--- src/rtl/fifo_wr_arb.sv ---
// rtl/fifo_wr_arb.sv - round-robin arbiter feeding N requesters into one async-FIFO write port
module fifo_wr_arb #(
  parameter int NREQ      = 4,
  parameter int DW_W      = 64,
  parameter int MAX_BEATS = 16,
  localparam int CNT_W    = $clog2(MAX_BEATS + 1),
  localparam int OW       = (NREQ > 1) ? $clog2(NREQ) : 1
) (
  input  logic                 clk,
  input  logic                 rst_n,
  input  logic [NREQ-1:0]      req,
  input  logic [NREQ-1:0]      last,
  input  logic [NREQ*DW_W-1:0] data_i,
  output logic [NREQ-1:0]      gnt,
  output logic [NREQ-1:0]      ack,
  input  logic                 fifo_full,
  output logic                 fifo_w_req,
  output logic [DW_W-1:0]      fifo_data,
  output logic [CNT_W-1:0]     beat_cnt,
  output logic                 busy
);

  typedef enum logic {IDLE, XFER} state_t;

  state_t          state_q;
  logic [NREQ-1:0] gnt_q;
  logic [CNT_W-1:0] beat_cnt_q;
  logic [OW-1:0]   owner_q;
  logic [OW-1:0]   last_owner_q;

  logic            win_vld_d;
  logic [OW-1:0]   win_idx_d;
  logic [OW-1:0]   cand;
  logic            own_req;
  logic            own_last;
  logic            beat_fire;
  logic            cap_hit;
  logic            release_d;

  // Round-robin pick: first asserted req scanning upward from last_owner+1 with wrap
  always_comb begin
    win_vld_d = 1'b0;
    win_idx_d = '0;
    cand      = '0;
    for (int k = 0; k < NREQ; k++) begin
      cand = OW'((int'(last_owner_q) + 1 + k) % NREQ);
      if (!win_vld_d && req[cand]) begin
        win_vld_d = 1'b1;
        win_idx_d = cand;
      end
    end
  end

  // Beat acceptance is purely combinational so backpressure stalls in the same cycle
  always_comb begin
    ack        = gnt_q & req & {NREQ{~fifo_full}};
    fifo_w_req = |ack;
    own_req    = |(gnt_q & req);
    own_last   = |(gnt_q & last);
    beat_fire  = fifo_w_req;
    cap_hit    = beat_fire && (beat_cnt_q == CNT_W'(MAX_BEATS - 1));
    release_d  = !own_req || (beat_fire && (own_last || cap_hit));
  end

  // Owner data mux; gnt is one-hot or zero so an all-zero grant yields zero data
  always_comb begin
    fifo_data = '0;
    for (int i = 0; i < NREQ; i++) begin
      if (gnt_q[i]) begin
        fifo_data = data_i[i*DW_W +: DW_W];
      end
    end
  end

  // Two-state grant FSM; beat_cnt is kept after release until the next grant clears it
  always_ff @(posedge clk or negedge rst_n) begin
    if (!rst_n) begin
      state_q      <= IDLE;
      gnt_q        <= '0;
      beat_cnt_q   <= '0;
      owner_q      <= '0;
      last_owner_q <= OW'(NREQ - 1);
    end else begin
      case (state_q)
        IDLE: begin
          if (win_vld_d) begin
            state_q    <= XFER;
            gnt_q      <= NREQ'(1) << win_idx_d;
            owner_q    <= win_idx_d;
            beat_cnt_q <= '0;
          end else begin
            gnt_q <= '0;
          end
        end
        XFER: begin
          if (beat_fire) begin
            beat_cnt_q <= beat_cnt_q + CNT_W'(1);
          end
          if (release_d) begin
            state_q      <= IDLE;
            gnt_q        <= '0;
            last_owner_q <= owner_q;
          end
        end
        default: begin
          state_q <= IDLE;
          gnt_q   <= '0;
        end
      endcase
    end
  end

  assign gnt      = gnt_q;
  assign beat_cnt = beat_cnt_q;
  assign busy     = (state_q == XFER);

endmodule

--- config.mk ---
export PLATFORM = sky130hd
export DESIGN_NAME = fifo_wr_arb
export DESIGN_NICKNAME = d
export VERILOG_FILES = /design/src/rtl/fifo_wr_arb.sv
export SDC_FILE = /design/constraint.sdc
export NUM_CORES = 1
export LEC_CHECK = 0
export CAP_MARGIN = 20
export CORE_AREA = 2 2 135 137
export DETAILED_ROUTE_END_ITERATION = 10
export DIE_AREA = 0 0 137 139
export SYNTH_ARGS = -nofsm -noshare
export SYNTH_HDL_FRONTEND = slang
export SYNTH_SLANG_ARGS = --single-unit
--- constraint.sdc ---
create_clock -name clk -period 2.1 [get_ports clk]
set_clock_uncertainty 0.2 [all_clocks]
set_input_delay 0.21 -clock clk [delete_from_list [all_inputs] [get_ports clk]]
set_output_delay 0.21 -clock clk [all_outputs]
set_load 0.02 [all_outputs]
# After elaboration in Yosys (flattened, before gate mapping)
# Cells that the tools add are included.
op_classes:
  magnitude_cmp: 4
  addsub: 5
  n_bitwise: 5
  shifts: 1
  eq_ne: 4
  n_reduce_logical: 17
  mux: 29
op_table:
  columns: ["cell", "n"]
  rows:
  - ["$mux 64", 4]
  - ["$and 4x4->4", 3]
  - ["$lt 2x3->1 const B", 4]
  - ["$reduce_or 4->1", 3]
  - ["$mux 1", 10]
  - ["$mux 5", 2]
  - ["$pmux 5 s2", 1]
  - ["$bmux 1 s2", 4]
  - ["$mux 2", 4]
  - ["$mux 4", 2]
  - ["$pmux 4 s2", 1]
  - ["$add 2x2->2 const B", 3]
  - ["$reduce_and 2->1", 3]
  - ["$add 5x1->5 const B", 1]
  - ["$eq 5x4->1 const B", 1]
  - ["$logic_and 1x1->1", 5]
  - ["$logic_not 1->1", 4]
  - ["$ne 2x2->1 const B", 2]
  - ["$shl 1x2->4 const A", 1]
  - ["$add 2x1->2 const B", 1]
  - ["$logic_or 1x1->1", 2]
  - ["$ne 2x1->1 const B", 1]
  - ["$not 1->1", 2]
  - ["$pmux 1 s2", 1]
totals:
  wordCells: 70
  ff_bits: 14
  input_bits: 267

# Logic depth before layout (Yosys ltp)
depth:
  ltp_word: 16
  depth_mapped: 7
  depth_no_buf: 7

# Worst setup path after synthesis
# No wires, ideal clock.
synth_path:
  kind: "register to output"
  startpoint: "reg gnt_q[1] (netlist: gnt[1])"
  endpoint: "out fifo_data[54]"
  stages_incl_launch_ff: 6
  required_time_ps: 1690
  n_path_buf: 3
  path_slack_ps: -66
  arrival_ps: 1756
  cell_sequence: "dfrtp_1 > buf_2 > clkbuf_1 > buf_2 > a221oi_1 > o31ai_1"
synth_via:
  elab_chain_cells: 3
synth_lines:
  columns: ["item", "line", "text"]
  rows:
  - ["start, declared", "26", "logic [NREQ-1:0] gnt_q;"]
  - ["start signal, assigned", "88", "gnt_q <= NREQ'(1) << win_idx_d;"]
  - ["$mux 64 (3 in series)", "69", "if (gnt_q[i]) begin"]
  - ["end, declared", "18", "output logic [DW_W-1:0] fifo_data,"]
# No other way between the ends.

# Worst setup path in the final report
layout_path:
  startpoint: "reg gnt_q[2] (netlist: gnt[2])"
  endpoint: "reg last_owner_q[0]"
layout_via:
  elab_chain_cells: 8
  word_cells_on_any_way: 12
  cone_classes: "bitwise: 3; reduce/logical: 9"
layout_lines:
  columns: ["item", "line", "text"]
  rows:
  - ["$and 4x4->4", "56, 58", null]
  - ["$and 4x4->4", "56", "ack = gnt_q & req & {NREQ{~fifo_full}};"]
  - ["$reduce_or 4->1", "57", "fifo_w_req = |ack;"]
  - ["$logic_and 1x1->1", "61", "cap_hit = beat_fire && (beat_cnt_q == CNT_W'(MAX_BEATS - 1));"]
  - ["$logic_or 1x1->1", "62", "release_d = !own_req || (beat_fire && (own_last || cap_hit));"]
  - ["$logic_and 1x1->1", "62", null]
  - ["$logic_or 1x1->1 (*)", "62", null]
  - ["$reduce_and 2->1 (no source line) (*)", null, null]
  - ["end signal, assigned", "82", "last_owner_q <= OW'(NREQ - 1);"]
  - ["end signal, assigned", "102", "last_owner_q <= owner_q;"]
  - ["end, declared", "29", "logic [OW-1:0] last_owner_q;"]
# Every way passes the cells marked *; elsewhere a longest branch is shown, timed or not.
# A chain may end at the register's enable or synchronous reset.

==> flow_metrics.env <==
export IMPL_fp_dieH_um=139
export IMPL_end_kind="flip-flop"
export IMPL_maxSlewHeadroom_pct=52.82
export IMPL_rsz0062_at_grt="true"
export IMPL_layout_common_cells="276 x clkdlybuf4s50_1, 79 x nand2_1, 72 x buf_4"
export IMPL_crit_type="reg2reg"
export IMPL_via_per_inst=4.528
export IMPL_placed_area_mm2=0.006984
export IMPL_antenna_found_initial=1
export IMPL_avgSynthCellArea_um2=6.917
export IMPL_hpwl_um=13610
export IMPL_synth_edf_count=0
export IMPL_portBuffers=345
export IMPL_cts_sinks=14
export IMPL_numCtsBuffers=3
export IMPL_max_clock_freq_ghz=0.4739
export IMPL_grt_max_degree=63
export IMPL_async_flop_share_pct=100.0
export IMPL_yosysWarnings=0
export IMPL_finalCritPeriodShare_pct=100.5
export IMPL_antenna_left=0
export IMPL_fin_total_pwr_mw=10.23
export IMPL_netlist_area_mm2=0.002656
export IMPL_synth_simple_area_share_pct=29.77
export IMPL_drc_errors=0
export IMPL_synthAdderAreaFrac_pct=0.9421
export IMPL_synth_flop_cell="dfrtp_1"
export IMPL_synthCells=384
export IMPL_fill_cells=1806
export IMPL_critPathArrivalTime_ns=2.08
export IMPL_hold_class="in2async"
export IMPL_routedWlPerCell_um=18.28
export IMPL_dieArea_mm2=0.01904
export IMPL_die_x_um=137
export IMPL_critical_path_required_ns=2.07
export IMPL_synth_top_family_by_area="compound AO/OA/AOI/OAI gates"
export IMPL_multi_input_area_mm2=0.002589
export IMPL_start_util_pct=15.04
export IMPL_syn_nets=653
export IMPL_synth_seq_cells=14
export IMPL_first_global_vias=4337
export IMPL_num_io_pins=346
export IMPL_clk_latency_ns=0.24
export IMPL_yosysTopAreaCell="a221oi_1"
export IMPL_layout_min_cycle_time_ns=2.110
export IMPL_vias=4419
export IMPL_drtPass1Iterations=4
export IMPL_whs_ns=0.1935
export IMPL_cp_start_kind="flip-flop"
export IMPL_synth_top_cell_area_share_pct=20.77
export IMPL_status="complete, but fails checks"
export IMPL_synth_xor_area_share_pct=0.3297
export IMPL_overflow=0
export IMPL_row_count=49
export IMPL_yosysUniqueCellTypes=34
export IMPL_worst_path_max_fanout=10
export IMPL_fin_util_pct=41.01
export IMPL_h_tree_depth=1
export IMPL_clock_path_buffers=2
export IMPL_drive_above_1_share_pct=30.43
export IMPL_clk_pin_slew_ns=0.05
export IMPL_fin_ws_ns=-0.01020
export IMPL_violations="negative setup slack"
export IMPL_p_leak_nw=2.836
export IMPL_grt_use_total_pct=16.38
export IMPL_muxShareOfSynthArea_pct=1.978
export IMPL_setup_viol=4
export IMPL_placeableCoreArea_mm2=0.01766
export IMPL_ys_top_cells_by_area="a221oi_1 21%, o31ai_1 18%, nor2b_1 15%"
export IMPL_synth_yosys_seq_area_share_pct=13.28
export IMPL_synth_compound_area_share_pct=46.40
export IMPL_grt_pass1_wl_um=24820
export IMPL_peakVddDrop_mv=0.4481
export IMPL_area_growth_pct=172.6
export IMPL_nets=1016
export IMPL_drtIter0Drc=144
export IMPL_finalSetupTns_ns=-0.01623
export IMPL_finalWirelength_um=17840
export IMPL_tritoncts="built"
export IMPL_seq_area_um2=361.6
export IMPL_slew_violations=0
export IMPL_maxCapViolations=0
export IMPL_layout_commonest_cell="clkdlybuf4s50_1"
export IMPL_powerDensity_mw_per_mm2=1412
export IMPL_worst_pin_slew_ns=0.7055
export IMPL_final_area_mm2=0.007242
export IMPL_cts_root_buffer="clkbuf_16"
export IMPL_hold_viol_final=0
export IMPL_gp_congestion=0.8161
cells in the mapped netlist (all sizes together), types with 2 or more instances:
master  instances
a21oi          10
a221oi         63
a32o            4
and3            2
buf            11
clkbuf         33
dfrtp          12
dfstp           2
ha              2
inv             4
mux2            2
mux2i           3
nand2          79
nand2b          2
nand3b          2
nor2           10
nor2b          63
o21ai           6
o31ai          62
power by group:
part,internal (mW),total (mW),switching [mW]
combinational,4.36,9.31,4.96
sequential,0.396,0.545,0.148
clock,0.257,0.370,0.113
total,5.01,10.2,5.22
per-stage QoR:
step                setup WS (ns)  instances
detailed placement        -0.1816        963
global route              -0.1030        975
CTS                      -0.01773        967
floorplan               0.0005602        384
global placement          -0.1671        963
finish                   -0.01020        976
timing repair:
action | in CTS | in global routing
pin swaps | 0 | 4
gates cloned | 0 | 5
hold buffers | 0 | 0
endpoints found under the setup margin | 68 | 64
resized for setup | 268 | 76
buffers inserted | 0 | 3
flip-flops by register name, indices dropped and copies added, names as in the netlist:
| register | flops |
|---|---|
| beat_cnt | 5 |
| busy | 1 |
| gnt | 4 |
| last_owner_q | 2 |
| owner_q | 2 |
layout make-up:
type	count	share of cell area (%)
diodes	1	0.03455
clock buffers	4	1.088
inverters	4	0.2073
multi-input cells	322	35.75
flip-flops and latches	14	4.993
well taps	229	3.956
repair buffers	402	53.97
layer usage:
metal / vias to the layer above / track usage [%] / part of all wire, %
li1: 2210 / - / -
met1: 2013 / 21.32 / 43
met2: 188 / 28.20 / 48
met3: 8 / 3.874 / 8.5
met4: 0 / 1.682 / 0.76
met5: - / 0 / 0
worst max-delay path: stages, from the launching register on:
cell and delay, ns:
dfrtp_4 0.53, buf_12 0.16, buf_6 0.11, a222oi_1 0.31, a21oi_2 0.12, o21ai_2 0.23, mux2_2 0.36
logic make-up (layout without fill, tap and decap cells):
family,count (synthesis),in the layout
AND/OR/NAND/NOR,161,161
AO/OA/AOI/OAI,153,153
multiplexers,5,5
flip-flops,14,14
other,0,1
buffers and inverters,48,410
XOR/XNOR,1,1
adder cells (fa/ha/maj),2,2
final timing paths:
kind / endpoint / start / cells past startpoint / slack [ns]
min: beat_cnt[1] / rst_n / 1 / 0.19
min reg2reg: owner_q[1] / owner_q[1] / 2 / 0.29
min in group clk: owner_q[1] / owner_q[1] / 2 / 0.29
max reg2reg: last_owner_q[0] / gnt[2] / 6 / -0.01
max: last_owner_q[0] / gnt[2] / 6 / -0.01
max in group asynchronous: gnt[2] / rst_n / 1 / 0.99
No activity file was read; power rests on OpenSTA's default activity.
